## src/rtl/motor_pkg.sv

```systemverilog
// Shared constants and types for the motor command sequencer.
// Holds command codes, the per-motor state enum and the motor count.
package motor_pkg;

    localparam int NUM_MOTORS = 4;

    localparam logic [1:0] MOTOR_STOP  = 2'b00;
    localparam logic [1:0] MOTOR_FWD   = 2'b01;
    localparam logic [1:0] MOTOR_REV   = 2'b10;
    localparam logic [1:0] MOTOR_BRAKE = 2'b11;

    typedef enum logic {
        M_IDLE = 1'b0,
        M_RUN  = 1'b1
    } motor_state_e;

endpackage

```

## src/rtl/motor_seq_channel.sv

```systemverilog
// One motor channel: sel field register, hold counter, IDLE/RUN FSM, done pulse.
// Ports: clk, rst (async low), load/dir/dur (command), stop, field, busy, done.
module motor_seq_channel
    import motor_pkg::*;
#(
    parameter int DUR_W = 16
) (
    input  logic             clk,
    input  logic             rst,
    input  logic             load,
    input  logic             stop,
    input  logic [1:0]       dir,
    input  logic [DUR_W-1:0] dur,
    output logic [1:0]       field,
    output logic             busy,
    output logic             done
);

    motor_state_e     state;
    motor_state_e     state_nx;
    logic [DUR_W-1:0] cnt;
    logic [DUR_W-1:0] cnt_nx;
    logic [1:0]       field_nx;
    logic             done_nx;

    always_ff @(posedge clk or negedge rst) begin
        if (!rst) begin
            state <= M_IDLE;
            cnt   <= '0;
            field <= MOTOR_STOP;
            done  <= 1'b0;
        end else begin
            state <= state_nx;
            cnt   <= cnt_nx;
            field <= field_nx;
            done  <= done_nx;
        end
    end

    // Priority: stop, then a new command (preempts any expiry), then countdown.
    always_comb begin
        state_nx = state;
        cnt_nx   = cnt;
        field_nx = field;
        done_nx  = 1'b0;
        if (stop) begin
            state_nx = M_IDLE;
            cnt_nx   = '0;
            field_nx = MOTOR_STOP;
        end else if (load) begin
            field_nx = dir;
            cnt_nx   = dur;
            if (dir != MOTOR_STOP && dur != '0)
                state_nx = M_RUN;
            else
                state_nx = M_IDLE;
        end else begin
            unique case (state)
                M_IDLE: begin
                    cnt_nx = cnt;
                end
                M_RUN: begin
                    // Counter at 1 means the last direction cycle is on sel now.
                    if (cnt == DUR_W'(1)) begin
                        state_nx = M_IDLE;
                        cnt_nx   = '0;
                        field_nx = MOTOR_STOP;
                        done_nx  = 1'b1;
                    end else begin
                        cnt_nx = cnt - DUR_W'(1);
                    end
                end
                default: begin
                    state_nx = M_IDLE;
                end
            endcase
        end
    end

    assign busy = (state == M_RUN);

endmodule

```

## src/rtl/motor_cmd_sequencer.sv

```systemverilog
// Timed motor command sequencer driving the packed 4x2-bit sel bus.
// Ports: clk, rst (async low), cmd_valid/cmd_ready/cmd_motor/cmd_dir/cmd_dur,
// all_stop, sel[7:0], busy[3:0], done[3:0], wdt_trip.
// Optional watchdog built when MOTOR_SEQ_WATCHDOG_EN is defined.
module motor_cmd_sequencer
    import motor_pkg::*;
#(
    parameter int DUR_W      = 16,
    parameter int WDT_CYCLES = 1000000
) (
    input  logic                  clk,
    input  logic                  rst,
    input  logic                  cmd_valid,
    output logic                  cmd_ready,
    input  logic [1:0]            cmd_motor,
    input  logic [1:0]            cmd_dir,
    input  logic [DUR_W-1:0]      cmd_dur,
    input  logic                  all_stop,
    output logic [7:0]            sel,
    output logic [NUM_MOTORS-1:0] busy,
    output logic [NUM_MOTORS-1:0] done,
    output logic                  wdt_trip
);

    logic                  accept;
    logic                  stop;
    logic [NUM_MOTORS-1:0] load;

    assign cmd_ready = !all_stop;
    assign accept    = cmd_valid && cmd_ready;

    always_comb begin
        load = '0;
        if (accept)
            load[cmd_motor] = 1'b1;
    end

`ifdef MOTOR_SEQ_WATCHDOG_EN
    localparam int WDT_W = $clog2(WDT_CYCLES + 1);

    logic [WDT_W-1:0] idle_cnt;
    logic             wdt_fire;
    logic             trip;

    // Fires once the idle count has reached the limit and this cycle
    // still brings no command; it then acts like one cycle of all_stop.
    assign wdt_fire = !accept && (idle_cnt == WDT_W'(WDT_CYCLES));

    always_ff @(posedge clk or negedge rst) begin
        if (!rst) begin
            idle_cnt <= '0;
            trip     <= 1'b0;
        end else begin
            if (accept || all_stop || wdt_fire)
                idle_cnt <= '0;
            else
                idle_cnt <= idle_cnt + WDT_W'(1);
            if (accept)
                trip <= 1'b0;
            else if (wdt_fire)
                trip <= 1'b1;
        end
    end

    assign wdt_trip = trip;
    assign stop     = all_stop | wdt_fire;
`else
    // Always 0 when the watchdog is not built.
    assign wdt_trip = (WDT_CYCLES < 0);
    assign stop     = all_stop;
`endif

    for (genvar m = 0; m < NUM_MOTORS; m++) begin : g_ch
        motor_seq_channel #(
            .DUR_W (DUR_W)
        ) u_ch (
            .clk   (clk),
            .rst   (rst),
            .load  (load[m]),
            .stop  (stop),
            .dir   (cmd_dir),
            .dur   (cmd_dur),
            .field (sel[2*m+1:2*m]),
            .busy  (busy[m]),
            .done  (done[m])
        );
    end

endmodule

```

## config.mk

```make
export PLATFORM = sky130hd
export DESIGN_NAME = motor_cmd_sequencer
export DESIGN_NICKNAME = d
export VERILOG_FILES = /design/src/rtl/motor_pkg.sv /design/src/rtl/motor_seq_channel.sv /design/src/rtl/motor_cmd_sequencer.sv
export SDC_FILE = /design/constraint.sdc
export NUM_CORES = 1
export LEC_CHECK = 0
export CAP_MARGIN = 25
export CORE_MARGIN = 4
export CORE_UTILIZATION = 47
export DETAILED_ROUTE_END_ITERATION = 8
export GPL_TIMING_DRIVEN = 0
export PLACE_DENSITY = 0.67
export RECOVER_POWER = 25
export SETUP_SLACK_MARGIN = 0.3
export SYNTH_ARGS = -nofsm -noshare
export SYNTH_HDL_FRONTEND = slang
export SYNTH_SLANG_ARGS = --single-unit
export TNS_END_PERCENT = 1
```

## constraint.sdc

```tcl
create_clock -name clk -period 3.1 [get_ports clk]
set_input_delay 0.31 -clock clk [delete_from_list [all_inputs] [get_ports clk]]
set_output_delay 0.31 -clock clk [all_outputs]
set_load 0.005 [all_outputs]
```

# Word level (Yosys, flattened, before mapping)

Index checks and enable logic that the tools add are counted.

Register bits after elaboration: 80
Latch bits: 0
Memory bits (writable): 0
Memory bits (read-only): 0
Bits of input ports: 24
Logic and storage cells: 120
Memories kept: 0

$add $sub $neg: 4
Multiply operators: 0
Div/mod/pow operators: 0
Order comparisons: 2
Eq/ne operators: 8
Shift operators: 0
Multiplexer cells: 68
Bitwise logic cells: 4
Reductions and logical operators: 18

Operators by type and width:

| operator              | number |
|---|---|
| $mux 16               | 16 |
| $eq 16x1->1 const B   | 4 |
| $sub 16x1->16 const B | 4 |
| $mux 1                | 34 |
| $mux 2                | 16 |
| $reduce_bool 3->1     | 8 |
| $reduce_bool 16->1    | 1 |
| $ne 3x3->1 const B    | 4 |
| $reduce_and 2->1      | 4 |
| $mux 4                | 1 |
| $not 1->1             | 4 |
| $logic_and 1x1->1     | 3 |
| $lt 2x3->1 const B    | 1 |
| $demux 1 s2           | 1 |
| $ge 2x1->1 const B    | 1 |
| $reduce_bool 2->1     | 1 |
| $logic_not 1->1       | 1 |

# Longest topological paths before layout

Gate-level depths: netlist of run 1.

Word-level depth: 7
Mapped depth: 8
Mapped depth without buffers: 7

# Hierarchy

A second synthesis of run 1 with hierarchy kept.

Cells, all modules: 591
Area, all modules: 5,223.8 um2

Modules (own cells, without submodules):

| module                                | instances | cells an instance | area each (um2) | seq. area each (um2) |
|---|---|---|---|---|
| motor_seq_channel at g_ch[0].u_ch ... | 2         | 148               | 1,297.5         | 500.5 |
| motor_seq_channel at g_ch[2].u_ch ... | 2         | 144               | 1,281.2         | 500.5 |
| motor_cmd_sequencer                   | 1         | 7                 | 66.3            | 0.0 |

# Worst setup path before layout of run 1

No wires, ideal clock.

Kind: flip-flop to flip-flop
From: register g_ch[2].u_ch.cnt[1]
To: register g_ch[2].u_ch.cnt[2]
Library setup time: 0.126 ns
Data arrival time: 2.111 ns
Slack: 0.863 ns
Stages on the path, launching flop included: 9
Buffers on the path: 1
Cell sequence: dfrtp_1 -> inv_1 -> ha_1 -> or4b_2 -> nor4_4 -> or2_1 -> buf_4 -> o21ai_1 -> a221o_1

Word-level cells in the longest chain between the ends: 5
Elaborated cells on any way between the ends: 6

RTL lines:

| item                                         | RTL line                                         | RTL |
|---|---|---|
| from (decl)                                  | motor_seq_channel.sv:21                          | `logic [DUR_W-1:0] cnt;` |
| from (signal assigned)                       | motor_seq_channel.sv:34                          | `cnt <= cnt_nx;` |
| $sub 16x1->16 or $eq 16x1->1 (tied branches) | motor_seq_channel.sv:70, motor_seq_channel.sv:64 |  |
| $mux 16 *                                    | motor_seq_channel.sv:64                          | `if (cnt == DUR_W'(1)) begin` |
| $mux 16 *                                    | motor_seq_channel.sv:58                          | `unique case (state)` |
| $mux 16 *                                    | motor_seq_channel.sv:50                          | `end else if (load) begin` |
| $mux 16 *                                    | motor_seq_channel.sv:46                          | `if (stop) begin` |

Mark *: on every way between the ends. The rest lies on a longest branch, timed or not. The select of a mux whose other input is x is not followed.
A chain may end at the register's enable or synchronous reset.

# Worst setup path after layout of run 1

Ends and elaborated chain as after synthesis.

==> flow_summary.ini, run 1 <==
[run_status]
status = finished, violations left
violations = capacitance limit, slew limit

[grt]
grt_start_max_net_pins = 44
antenna_found_initial = 0
grt_pass1_vias = 4333
grt_pass1_wl_mm = 23.07
grt_overflow_total = 0
grt_usage_pct = 25.18

[logic_synthesis]
syn_area_mm2 = 0.004925
synth_common_cells = 80 x dfrtp_1, 65 x nand2_1, 44 x o21ai_0, 39 x nor2_1, 26 x nor3_1
synth_enable_flop_cells = 0
synthArstFlopShare_pct = 100.0
syn_area_per_cell_um2 = 8.842
synth.largest_area_cell = dfrtp_1
ys_ff_latch = 80
ys.flop_type = dfrtp_1
synth.most_common_cell = dfrtp_1
synth_fp_nets = 589
synthTopCellsByArea = dfrtp_1 41%, nand2_1 5.0%, o21ai_0 4.5%, a22oi_1 3.7%, nor2_1 3.0%
ys.warnings.count = 0
yosysSeqAreaShare_pct = 40.65
synth_cell_type_count = 67
synth_top_area_share_pct = 40.65
syn_inst = 557

[clocking]
clock-root-buffer = clkbuf_8
cts_buffers = 9
ctsResizeCount = 0
worstSkewPairLatency_ns = 0.37
numClockSinks = 80
cts_tree = yes
cts_max_path_buffers = 2
clk_pin_slew_ns = 0.08
htreeDepth = 3

[die]
rows = 37
core_area_mm2 = 0.01028
fp.dieW_um = 110.4
die_area_mm2 = 0.01218
die_y_um = 110.4
ios = 42
initial_utilization_pct = 47.92

[sta]
post-route-period-util_pct = 80.99
setup_viol = 0
finalClockSkew_ns = 0.009903
fmax_mhz = 398.3
fin_crit_ns = 2.511
hold_viol_final = 0
rsz0062_at_grt = false
drv_slew = 38
tightest_slew_ns = 2.184
maxSlewHeadroom_pct = -45.57
timing.hold.ws_ns = 0.5162

[finish]
stdcell_area_mm2 = 0.005769
fin_nets = 643
final_core_util_pct = 56.14
antenna_cells = 0
drive_above_1_share_pct = 7.792
syn_to_final_growth_pct = 17.15

[setup_path]
endpoint = g_ch[2].u_ch.cnt[2]$_DFFE_PN0P_
crit_start = g_ch[2].u_ch.cnt[1]$_DFFE_PN0P_
arrival_ns = 2.76
cp_slowest_cell = or4b_2
worstReg2RegEnd = g_ch[2].u_ch.cnt[2]$_DFFE_PN0P_
worstPathRequired_ns = 3.35
critPathBufInv = 2
critPathKind = reg2reg
critPathTopFamily = simple AND/OR/NAND/NOR gates
critical_path.max_stage_delay_ns = 0.63
reg2reg_from = g_ch[2].u_ch.cnt[1]$_DFFE_PN0P_
cp-end-kind = flip-flop
worst-path-max-fanout = 9
worst-r2r-cell-count = 8
cp_num_cells = 8
path_cells = inv_1 > ha_1 > or4b_2 > nor4_4 > or2_1 > buf_4 > o21ai_1 > a221o_1
cp-start-kind = flip-flop
reg2reg_setup_slack_ns = 0.59

[power]
p_int_mw = 1.981
p_sw_share_pct = 32.97
power.switching_mw = 0.9742
vdd_ir_drop_max_mv = 0.2622
combinationalPowerShare_pct = 27.2
pwr-share-clk_pct = 31.9
p_leak_nw = 2.418
p_per_area_mw_per_mm2 = 512.2
seq_power_share_pct = 40.9

[placed_design]
dpl.hpwl_mm = 10.14
place.port_buffers = 40
postPlaceCellArea_mm2 = 0.005528
routabilityCongestion = 0.8944

[detailed_routing]
wl_met2_mm = 6.383
wl_per_cell_um = 19.44
wl_mm = 14.62
wl_met3_um = 978
drc = 0
m1WireLength_mm = 6.748
vias_per_cell = 6.273
ant_nets = 0
drt-pass1-iter-count = 5
drt_iter0_markers = 432
num_vias = 4717
top_layer_used = met4

[hold_path]
min-delay-path-class = reg2reg

[run]
maxCapViolCount = 1
what timing repair did:
| action | 4_1_cts | 5_1_grt |
|---|---|---|
| hold buffers | 1 | 0 |
| endpoints found under the setup margin | 0 | 0 |
| setup buffers | 0 | 0 |
| endpoints found under the hold margin | 37 | 0 |
through the flow:
step	std cells	power [mW]	setup TNS [ns]	worst slack, ns
after floorplan	557	1.768	0	0.8633
after global placement	733	1.999	-99.90	-1.252
after detailed placement	735	2.015	0	0.3245
after CTS	752	2.962	0	0.6018
after global routing	752	3.122	0	0.2504
final	752	2.955	0	0.5892
power groups by stage:
stage,Combinational (mW),Sequential (mW),Clock [mW]
6_report,0.803,1.21,0.942
5_1_grt,0.890,1.22,1.01
4_1_cts,0.795,1.21,0.960
3_5_place_dp,0.788,1.23,0
3_3_place_gp,0.773,1.23,0
2_1_floorplan,0.564,1.20,0
final cells by class:
cell class                      instances  area, um2
Buffer                                 32      161.4
Timing Repair Buffer                   43      439.2
Tap cell                              136      170.2
Multi-Input combinational cell        429       2701
Inverter                               16      60.06
Fill cell                             953       4508
Sequential cell                        80       2002
Clock inverter                          6      107.6
Clock buffer                           10      127.6
how the worst min path moves through the flow:
stage,start,to,slack (ns),depth (start not counted)
2_1_floorplan,rst,g_ch[0].u_ch.busy$_DFF_PN0_,0.01,0
3_3_place_gp,g_ch[0].u_ch.field[0]$_DFFE_PN0P_,g_ch[0].u_ch.field[0]$_DFFE_PN0P_,0.49,1
3_5_place_dp,rst,g_ch[0].u_ch.cnt[12]$_DFFE_PN0P_,0.32,1
4_1_cts,rst,g_ch[0].u_ch.cnt[11]$_DFFE_PN0P_,0.46,2
5_1_grt,g_ch[3].u_ch.field[1]$_DFFE_PN0P_,g_ch[3].u_ch.field[1]$_DFFE_PN0P_,0.54,1
6_report,g_ch[3].u_ch.field[0]$_DFFE_PN0P_,g_ch[3].u_ch.field[0]$_DFFE_PN0P_,0.52,1
sequential cells by signal (all words and copies together) (netlist names):
signal / flops
g_ch.u_ch.cnt: 64
g_ch.u_ch.field: 8
g_ch.u_ch.busy: 4
g_ch.u_ch.done: 4
placed cells by master (no fill, tap or decap), types with 9 or more instances in the layout:
cell / instances
dfrtp_1: 80
nand2_1: 65
o21ai_0: 44
nor2_1: 39
clkdlybuf4s50_1: 39
nor3_1: 26
a22oi_1: 24
clkbuf_1: 21
or3_1: 18
nand3_1: 17
inv_1: 16
nor4_1: 16
a21oi_1: 16
o211ai_1: 13
buf_4: 12
xnor2_1: 9
clkbuf_8: 9
metal layers:
metal  up-vias  track usage [%]
met4         0            12.23
li1       2210                -
met5         -                0
met2       197            37.09
met1      2277            36.06
met3        33            3.960
kinds of logic (layout without fill, tap and decap cells):
| group | Yosys count | count (layout) | synth area share, % |
|---|---|---|---|
| and+or+nand+nor | 246 | 246 | 27.41 |
| muxes | 5 | 5 | 1.016 |
| AOI/OAI and AO/OA | 153 | 153 | 21.47 |
| xor gates and xnor gates | 16 | 16 | 2.846 |
| buffers and inverters | 48 | 107 | 4.497 |
| other | 1 | 1 | 0.07615 |
| DFF | 80 | 80 | 40.65 |
| adders and majority gates | 8 | 8 | 2.033 |
Note: power is estimated with default switching activity, not from simulation.
==> run 2, diff against run 1 <==
- PLACE_DENSITY: 0.67 -> 0.7
- clock period: 3.1 -> 2.13 ns (I/O delays scaled with it)
==> run 2 against run 1 <==
Net effect:
- the flow finishes with violations (setup timing)
- die area did not move
- clock power rose by 26%
- cell area is 9.7% higher
- non-clock buffer count up 22
- worst setup slack got worse by 0.70 ns
- fmax grew 12%
==> flow_summary.ini, run 2 (synthesis results as in run 1) <==
[grt]
grt_overflow_total = 0
grt_pass1_vias = 4847
grt_usage_pct = 27.44
grt_pass1_wl_mm = 25.45
grt_start_max_net_pins = 45
antenna_found_initial = 0

[setup_path]
cp-start-kind = flip-flop
worstPathRequired_ns = 2.43
critPathKind = reg2reg
cp-end-kind = flip-flop
worst-path-max-fanout = 5
arrival_ns = 2.54

[die]
initial_utilization_pct = 47.92
die_y_um = 110.4
rows = 37
ios = 42
die_area_mm2 = 0.01218
fp.dieW_um = 110.4
core_area_mm2 = 0.01028

[finish]
final_common_cell = dfrtp_1
fin_nets = 665
most-common-layout-cells = 75 x dfrtp_1, 58 x nand2_1, 38 x clkdlybuf4s50_1
stdcell_area_mm2 = 0.006326
syn_to_final_growth_pct = 28.46
largest_reg_flops = 64
drive_above_1_share_pct = 23.98
reg_top3 = g_ch.u_ch.cnt (64), g_ch.u_ch.field (8)
largest_register = g_ch.u_ch.cnt
antenna_cells = 0

[clocking]
cts_buffers = 9
clock-root-buffer = clkbuf_8
htreeDepth = 3
worstSkewPairLatency_ns = 0.37
cts_max_path_buffers = 2
numClockSinks = 80
cts_tree = yes
clk_pin_slew_ns = 0.08

[placed_design]
dpl.hpwl_mm = 10.42
postPlaceCellArea_mm2 = 0.005552
place.port_buffers = 40
routabilityCongestion = 0.9030

[detailed_routing]
drt_iter0_markers = 534
wl_met2_mm = 7.461
m1WireLength_mm = 6.610
num_vias = 5018
top_layer_used = met4
ant_nets = 0
vias_per_cell = 6.483
drc = 0
wl_per_cell_um = 20.75
wl_mm = 16.06
wl_met3_mm = 1.237
drt-pass1-iter-count = 6

[sta]
hold_viol_final = 0
fin_crit_ns = 2.238
post-route-period-util_pct = 105.1
rsz0062_at_grt = true
maxSlewHeadroom_pct = 36.78
timing.final.ws_setup_ns = -0.1076
finalClockSkew_ns = 0.01208
setup_viol = 9
drv_slew = 0
fmax_mhz = 446.9
tightest_slew_ns = 0.9483

[power]
pwr-share-clk_pct = 27.0
vdd_ir_drop_max_mv = 0.3652
p_sw_share_pct = 35.17
combinationalPowerShare_pct = 32.4
p_int_mw = 2.859
p_per_area_mw_per_mm2 = 697.2
power.switching_mw = 1.551
p_leak_nw = 2.665
finalPower_mw = 4.411
seq_power_share_pct = 40.6

[run]
maxCapViolCount = 0

[run_status]
violations = setup timing
status = finished, violations left

[hold_path]
min-delay-path-class = in2async
==> run 2: cell count changes in the layout (fill, tap and decap cells not counted), sizes merged <==
cell           before  now
buf                15   39
bufinv              3    1
clkbuf             30   31
clkdlybuf4s50      39   38
clkinvlp            1    0
dlygate4sd2         0    1
==> run 2: layout make-up <==
type                            count  area (um2)
Clock buffer                       13       158.9
Clock inverter                      3       40.04
Tap cell                          136       170.2
Timing Repair Buffer               65       601.8
Fill cell                         879        3951
Inverter                           16       62.56
Sequential cell                    80        2008
Buffer                             32       211.5
Multi-Input combinational cell    429        3073
==> run 2: final timing paths <==
kind                                                     endpoint  cells after the start  slack [ns]                              start
worst min register to register  g_ch[3].u_ch.field[1]$_DFFE_PN0P_                      1        0.51  g_ch[3].u_ch.field[1]$_DFFE_PN0P_
worst min-delay path             g_ch[0].u_ch.cnt[13]$_DFFE_PN0P_                      2        0.51                                rst
worst max register to register    g_ch[0].u_ch.cnt[9]$_DFFE_PN0P_                      5       -0.11    g_ch[0].u_ch.cnt[4]$_DFFE_PN0P_
worst max-delay path              g_ch[0].u_ch.cnt[9]$_DFFE_PN0P_                      5       -0.11    g_ch[0].u_ch.cnt[4]$_DFFE_PN0P_
max in group asynchronous         g_ch[1].u_ch.cnt[1]$_DFFE_PN0P_                      3        0.36                                rst
min in group clk                g_ch[3].u_ch.field[1]$_DFFE_PN0P_                      1        0.51  g_ch[3].u_ch.field[1]$_DFFE_PN0P_
==> run 2: routing by layer <==
metal / global-route usage, % / vias to the layer above
met5: 0 / -
met4: 14.51 / 0
met3: 4.077 / 58
met2: 42.16 / 244
met1: 37.45 / 2455
li1: - / 2261
==> run 2: power groups by stage <==
stage	clock (mW)	combinational [mW]	sequential, mW
CTS	1.19	1.30	1.78
global route	1.25	1.55	1.81
global placement	0	1.13	1.78
floorplan	0	0.830	1.75
detailed placement	0	1.17	1.79
finish	1.19	1.43	1.79
==> run 2: repair_timing <==
action,CTS,global route
hold buffers,1,0
setup endpoints to repair,80,68
hold endpoints to repair,36,0
pin swaps,48,40
setup buffers,13,9
gates resized for setup,99,44
==> run 2: per-stage QoR <==
step                      setup slack, ns  util (%)  hold WS, ns  setup TNS, ns  cells
final                             -0.1076     61.55       0.5081        -0.4247    774
after global routing              -0.1705     61.55       0.5478         -1.446    774
after CTS                        -0.05897     59.61       0.3600        -0.1184    765
after detailed placement          -0.5391     54.02       0.2212         -24.81    735
after global placement             -2.079     53.73       0.4887        -194.63    733
after floorplan                   0.03404         -     -0.08259              0    557
==> run 2: worst max-delay path, stage by stage (launching register included) <==
cell	delay [ns]
dfrtp_1	0.41
or4_4	0.56
or4_4	0.55
or3_4	0.36
xor2_2	0.15
o211ai_2	0.13
